$ cat config.mk
export PLATFORM = sky130hd
export DESIGN_NAME = lsq_retire_decide
export DESIGN_NICKNAME = d
export VERILOG_FILES = /design/src/rtl/lsq_retire_decide.sv
export SDC_FILE = /design/constraint.sdc
export NUM_CORES = 1
export LEC_CHECK = 0
export ABC_AREA = 0
export CORE_MARGIN = 5
export CORE_UTILIZATION = 40
export DETAILED_ROUTE_END_ITERATION = 8
export GPL_TIMING_DRIVEN = 0
export MAX_ROUTING_LAYER = met4
export SLEW_MARGIN = 25
export SYNTH_ARGS = -nofsm -noshare
export SYNTH_HDL_FRONTEND = slang
export SYNTH_SLANG_ARGS = --single-unit
$ cat constraint.sdc
create_clock -name clk -period 9.2 [get_ports clk]
set_input_delay 1.84 -clock clk [delete_from_list [all_inputs] [get_ports clk]]
set_output_delay 1.84 -clock clk [all_outputs]
set_load 0.03 [all_outputs]
$ cat src/rtl/lsq_retire_decide.sv
// LSQ retire decode: maps per-lane retire info onto retire slots and queues the
// decoded bundles in a small in-order FIFO that supports per-thread flush with compaction.
module lsq_retire_decide #(
    parameter int LANES = 6,
    parameter int SLOTS = 10,
    parameter int IIW   = 6,
    parameter int EXW   = 4,
    parameter int DEPTH = 2
) (
    input  logic                    clk,
    input  logic                    rst,
    input  logic                    stall,
    input  logic                    in_valid,
    output logic                    in_ready,
    input  logic [IIW-1:0]          in_ii,
    input  logic                    in_thread,
    input  logic [LANES-1:0]        in_ret_mask,
    input  logic [LANES*4-1:0]      in_slot,
    input  logic [LANES-1:0]        in_excpt,
    input  logic [LANES-1:0]        in_ldconfl,
    input  logic [LANES-1:0]        in_waitconfl,
    input  logic [LANES*EXW-1:0]    in_exbits,
    input  logic [IIW-1:0]          cntrl_ii,
    input  logic                    do_retire,
    input  logic                    except,
    input  logic                    except_thread,
    output logic                    out_valid,
    output logic [IIW-1:0]          out_ii,
    output logic                    out_thread,
    output logic [SLOTS-1:0]        out_en,
    output logic [SLOTS-1:0]        out_fine,
    output logic [SLOTS-1:0]        out_ldconfl,
    output logic [SLOTS-1:0]        out_waitconfl,
    output logic [SLOTS-1:0]        out_except,
    output logic [SLOTS*EXW-1:0]    out_exbits,
    output logic [$clog2(DEPTH+1)-1:0] count,
    output logic                    err_slot
);
    localparam int CW = $clog2(DEPTH + 1);
    localparam int PW = (DEPTH > 1) ? $clog2(DEPTH) : 1;

    typedef struct packed {
        logic [IIW-1:0]       ii;
        logic                 thread;
        logic [SLOTS-1:0]     en;
        logic [SLOTS-1:0]     fine;
        logic [SLOTS-1:0]     ldconfl;
        logic [SLOTS-1:0]     waitconfl;
        logic [SLOTS-1:0]     excpt;
        logic [SLOTS*EXW-1:0] exbits;
    } entry_t;

    logic [SLOTS-1:0]     dec_en;
    logic [SLOTS-1:0]     dec_ex;
    logic [SLOTS-1:0]     dec_ld;
    logic [SLOTS-1:0]     dec_wt;
    logic [SLOTS*EXW-1:0] dec_exbits;
    logic                 bad_any;
    entry_t               entry_in;

    entry_t               mem [DEPTH];
    entry_t               mem_compact [DEPTH];
    entry_t               head;
    logic [PW-1:0]        rd_ptr_reg;
    logic [PW-1:0]        wr_ptr_reg;
    logic [CW-1:0]        count_reg;
    logic                 err_slot_reg;

    logic                 flush_head;
    logic                 head_match;
    logic                 pop;
    logic                 push;
    int                   rd_base;
    int                   keep_n;
    int                   src_idx;
    int                   dst_idx;
    int                   wr_flush;

    // Slot-centric decode: each slot ORs in every lane that targets it.
    genvar gi;
    generate
        for (gi = 0; gi < SLOTS; gi++) begin : g_slot
            logic           s_en, s_ex, s_ld, s_wt;
            logic [EXW-1:0] s_exb;
            always_comb begin
                s_en  = 1'b0;
                s_ex  = 1'b0;
                s_ld  = 1'b0;
                s_wt  = 1'b0;
                s_exb = '0;
                for (int i = 0; i < LANES; i++) begin
                    if (in_ret_mask[i] && int'(in_slot[i*4 +: 4]) == gi) begin
                        s_en  = 1'b1;
                        s_ex  = s_ex | in_excpt[i];
                        s_ld  = s_ld | in_ldconfl[i];
                        s_wt  = s_wt | in_waitconfl[i];
                        s_exb = s_exb | in_exbits[i*EXW +: EXW];
                    end
                end
            end
            assign dec_en[gi] = s_en;
            assign dec_ex[gi] = s_ex;
            assign dec_ld[gi] = s_ld;
            assign dec_wt[gi] = s_wt;
            assign dec_exbits[gi*EXW +: EXW] = s_exb;
        end
    endgenerate

    always_comb begin
        bad_any = 1'b0;
        for (int i = 0; i < LANES; i++) begin
            if (in_ret_mask[i] && int'(in_slot[i*4 +: 4]) >= SLOTS) begin
                bad_any = 1'b1;
            end
        end
    end

    assign entry_in = {in_ii, in_thread, dec_en, dec_en & ~dec_ex & ~dec_ld & ~dec_wt,
                       dec_ld, dec_wt, dec_ex, dec_exbits};

    function automatic logic [PW-1:0] ptr_inc(input logic [PW-1:0] p);
        return (int'(p) == DEPTH - 1) ? '0 : p + 1'b1;
    endfunction

    assign head       = mem[rd_ptr_reg];
    assign out_valid  = (count_reg != '0);
    assign head_match = out_valid && (cntrl_ii == head.ii);
    assign flush_head = except & out_valid & (head.thread == except_thread);
    assign pop        = out_valid & do_retire & (cntrl_ii == head.ii) & ~flush_head;
    assign in_ready   = ~rst & ~stall & ~except & ((int'(count_reg) < DEPTH) | pop);
    assign push       = in_valid & in_ready;

    // Flush rebuild: survivors (after an optional head pop) are repacked in order
    // starting at the new read pointer. Reads come from the old array, so in-place is safe.
    always_comb begin
        mem_compact = mem;
        keep_n      = 0;
        src_idx     = 0;
        dst_idx     = 0;
        rd_base     = int'(rd_ptr_reg) + (pop ? 1 : 0);
        if (rd_base >= DEPTH) rd_base = rd_base - DEPTH;
        for (int j = 0; j < DEPTH; j++) begin
            src_idx = int'(rd_ptr_reg) + j;
            if (src_idx >= DEPTH) src_idx = src_idx - DEPTH;
            if (j < int'(count_reg) && !(j == 0 && pop) &&
                mem[PW'(src_idx)].thread != except_thread) begin
                dst_idx = rd_base + keep_n;
                if (dst_idx >= DEPTH) dst_idx = dst_idx - DEPTH;
                mem_compact[PW'(dst_idx)] = mem[PW'(src_idx)];
                keep_n = keep_n + 1;
            end
        end
        wr_flush = rd_base + keep_n;
        if (wr_flush >= DEPTH) wr_flush = wr_flush - DEPTH;
    end

    always_ff @(posedge clk) begin
        if (!rst) begin
            if (except) begin
                mem <= mem_compact;
            end else if (push) begin
                mem[wr_ptr_reg] <= entry_in;
            end
        end
    end

    always_ff @(posedge clk) begin
        if (rst) begin
            rd_ptr_reg   <= '0;
            wr_ptr_reg   <= '0;
            count_reg    <= '0;
            err_slot_reg <= 1'b0;
        end else begin
            if (push && bad_any) err_slot_reg <= 1'b1;
            if (except) begin
                rd_ptr_reg <= PW'(rd_base);
                wr_ptr_reg <= PW'(wr_flush);
                count_reg  <= CW'(keep_n);
            end else begin
                if (push) wr_ptr_reg <= ptr_inc(wr_ptr_reg);
                if (pop)  rd_ptr_reg <= ptr_inc(rd_ptr_reg);
                if (push && !pop)      count_reg <= count_reg + 1'b1;
                else if (pop && !push) count_reg <= count_reg - 1'b1;
            end
        end
    end

    assign out_ii        = out_valid ? head.ii : '1;
    assign out_thread    = out_valid & head.thread;
    assign out_en        = head.en & {SLOTS{head_match}};
    assign out_fine      = head.fine & {SLOTS{out_valid}};
    assign out_ldconfl   = head.ldconfl & {SLOTS{out_valid}};
    assign out_waitconfl = head.waitconfl & {SLOTS{out_valid}};
    assign out_except    = head.excpt & {SLOTS{out_valid}};
    assign out_exbits    = head.exbits & {(SLOTS*EXW){out_valid}};
    assign count         = count_reg;
    assign err_slot      = err_slot_reg;
endmodule

==> run summary <==
Worst setup SP type: primary input
fin cells: 1,849
worst reg2reg path endpoint: mem[50]
TritonRoute pass-1 iters: 7
count leader, synth: nor2_1
Pleak: 4.85 nW
htree depth: 4
core box area: 29,700 µm²
Crit Path Max Fanout: 10
Setup Viol. Count Final: 0
Final Critical Period: 6.16 ns
Tot GR Track Use: 29.3%
slew margin rel.: 17.5%
sw frac: 32.1%
ANT cells: 0
Worst Hold Depth: 2
Yosys reg bits: 199
Clk Latency, worst-skew pair: 0.46 ns
Mean Syn Cell Area: 9.60 µm²
worst r2r path cells: 11
io pins: 194
max reg flops: 193
die width: 184 µm
Hold Path Sink: err_slot
sequential share of power: 45.5%
Final Wtd Congestion: 1.04
setup TNS: 0 ns
I/O Buffers: 161
largest net degree at the start of global routing: 24
syn nets: 1,351
DR iter-0 viols: 1,938
Hold-fix buffers, CTS: 0
Clk pwr share: 35.2%
critical path data required time: 7.36 ns
Fillers: 2,766
clock sinks: 199
clock-pin slew on the worst setup and hold paths: 0.09 ns
vias per cell: 6.40
Initial Util: 40.6%
period utilization: 67.0%
CP Class: in -> out
Reg2Reg Setup Slack: 5.74 ns
area leader, netlist: edfxtp_1
Post-Syn Area: 12,100 µm²
hold wc startpoint: err_slot
RSZ-0062 raised after global routing: no
DRT antenna net count: 0
via count: 11,832
commonest register cell after synthesis: edfxtp_1
worst hold margin: 0.505 ns
CTS tree: built
min-delay worst type: reg -> reg
TritonCTS buffer count: 17
Placement Rows: 63
Synth area leaders: edfxtp_1 48%, mux2i_1 8.2%, nor2_1 7.5%, a22oi_1 4.9%, nand2_1 4.6%
status: completed
maxcap violations: 0
Post-synth top cells: 241 x nor2_1, 194 x edfxtp_1, 148 x nand2_1
# DRC: 0
share of post-route cells with drive strength above 1: 4.46%
P_sw: 0.735 mW
sequential area share after synthesis: 49.1%
drt total wl: 49,400 µm
post-CTS setup buffers: 0
nets: 1,541
max-slew violation count: 0
Die Ht: 184 µm
vias in the first global route: 11,293
clock root buffer: clkbuf_16
Worst VDD drop: 0.0000988 V
placed cells: 1,817
yosys warns: 0
total die area: 33,700 µm²
Power Total: 2.29 mW
Async SR Flop Fraction: 0%
Max Clk Rate: 162 MHz
Post-Syn Instances: 1,256
critical path arrival: 4.32 ns
WL/cell: 26.7 µm
Int Pwr: 1.55 mW
Yosys top cell area share: 48.3%
DP Wirelength: 36,300 µm
placed instance area: 14,500 µm²
Worst R2R Start: count[1]
Worst Clk Skew: 0.0171 ns
nature of the critical path endpoint: primary output
total gr overflow: 0
Layout area overhead: 25.2%
initial antenna violation count: 1
Resized cells post-CTS: 0
PwrDens: 152 nW/µm²
Gate power share: 19.3%
global-route wire length before repair: 72,700 µm
CTS Buffer Depth: 2
Post-synth EDFFs: 194
final hold vios: 0
final instance area: 15,100 µm²
Worst Max-Slew Pin Slew: 1.23 ns
Distinct cells, synth: 49
-- layout make-up --
class | count | area [µm²] | area share (%)
buffer | 84 | 324 | 2.15
clock buffer | 17 | 425 | 2.82
clock inverter | 15 | 215 | 1.43
inverter | 11 | 41.3 | 0.273
multi-input combinational | 962 | 5830 | 38.6
sequential | 199 | 5930 | 39.2
tap | 390 | 488 | 3.23
timing repair buffer | 171 | 1840 | 12.2
-- kinds of logic (layout without fill, tap and decap cells) --
| group | Yosys count | in the layout | share of synthesized area, % |
|---|---|---|---|
| XOR/XNOR | 9 | 9 | 0.654 |
| adder cells (fa/ha/maj) | 3 | 3 | 0.311 |
| flip-flops | 199 | 199 | 49.1 |
| AND/OR/NAND/NOR | 519 | 519 | 19.0 |
| AO/OA/AOI/OAI | 332 | 332 | 19.7 |
| buffers and inverters | 95 | 298 | 3.02 |
| multiplexers | 99 | 99 | 8.22 |
-- power by group through the flow --
stage          clock network, mW  registers (mW)  logic (mW)
6_report                   0.805            1.04       0.443
5_1_grt                    0.854            1.05       0.467
4_1_cts                    0.811            1.04       0.436
3_5_place_dp                   0            1.06       0.434
3_3_place_gp                   0            1.07       0.422
2_1_floorplan                  0            1.06       0.226
-- routing by layer --
layer / track usage (%) / part of all wire (%) / vias up
li1: - / - / 5170
met1: 40.6 / 42 / 5735
met2: 44.1 / 45 / 786
met3: 5.72 / 9.6 / 141
met4: 8.10 / 3.2 / 0
met5: - / 0 / -
-- worst max path at each step --
stage	to	depth (start not counted)	start	slack [ns]
global route	out_en[3]	7	cntrl_ii[4]	2.88
global placement	mem[97]	6	cntrl_ii[4]	-1.76
floorplan	mem[100]	5	cntrl_ii[4]	1.58
CTS	out_en[4]	7	cntrl_ii[4]	3.01
finish	out_en[4]	7	cntrl_ii[4]	3.04
detailed placement	out_en[4]	7	cntrl_ii[4]	3.02
-- critical path: stages --
cell             delay [ns]
clkdlybuf4s50_1        0.48
or3b_4                 0.39
a2111oi_4              0.39
nand2_1                0.16
clkbuf_1               0.24
nor2_1                 0.16
clkdlybuf4s50_1        0.68
-- metrics by stage --
stage	util, %	setup WS (ns)
floorplan	-	1.58
global placement	47.6	-1.76
detailed placement	48.7	3.02
CTS	50.8	3.01
global route	50.8	2.88
finish	50.8	3.04
-- layout by cell type (no fill, tap or decap), drive strengths merged, types with 10 or more instances in the layout --
cell type      instances
nor2                 241
edfxtp               194
clkdlybuf4s50        161
nand2                148
mux2i                 99
clkbuf                86
a22oi                 78
o21ai                 78
o22ai                 54
a221oi                44
a22o                  35
nor3                  34
nand3                 30
buf                   25
a221o                 17
inv                   16
nor2b                 13
nand4b                10
clkinv                10
No activity file was read; power rests on OpenSTA's default activity.
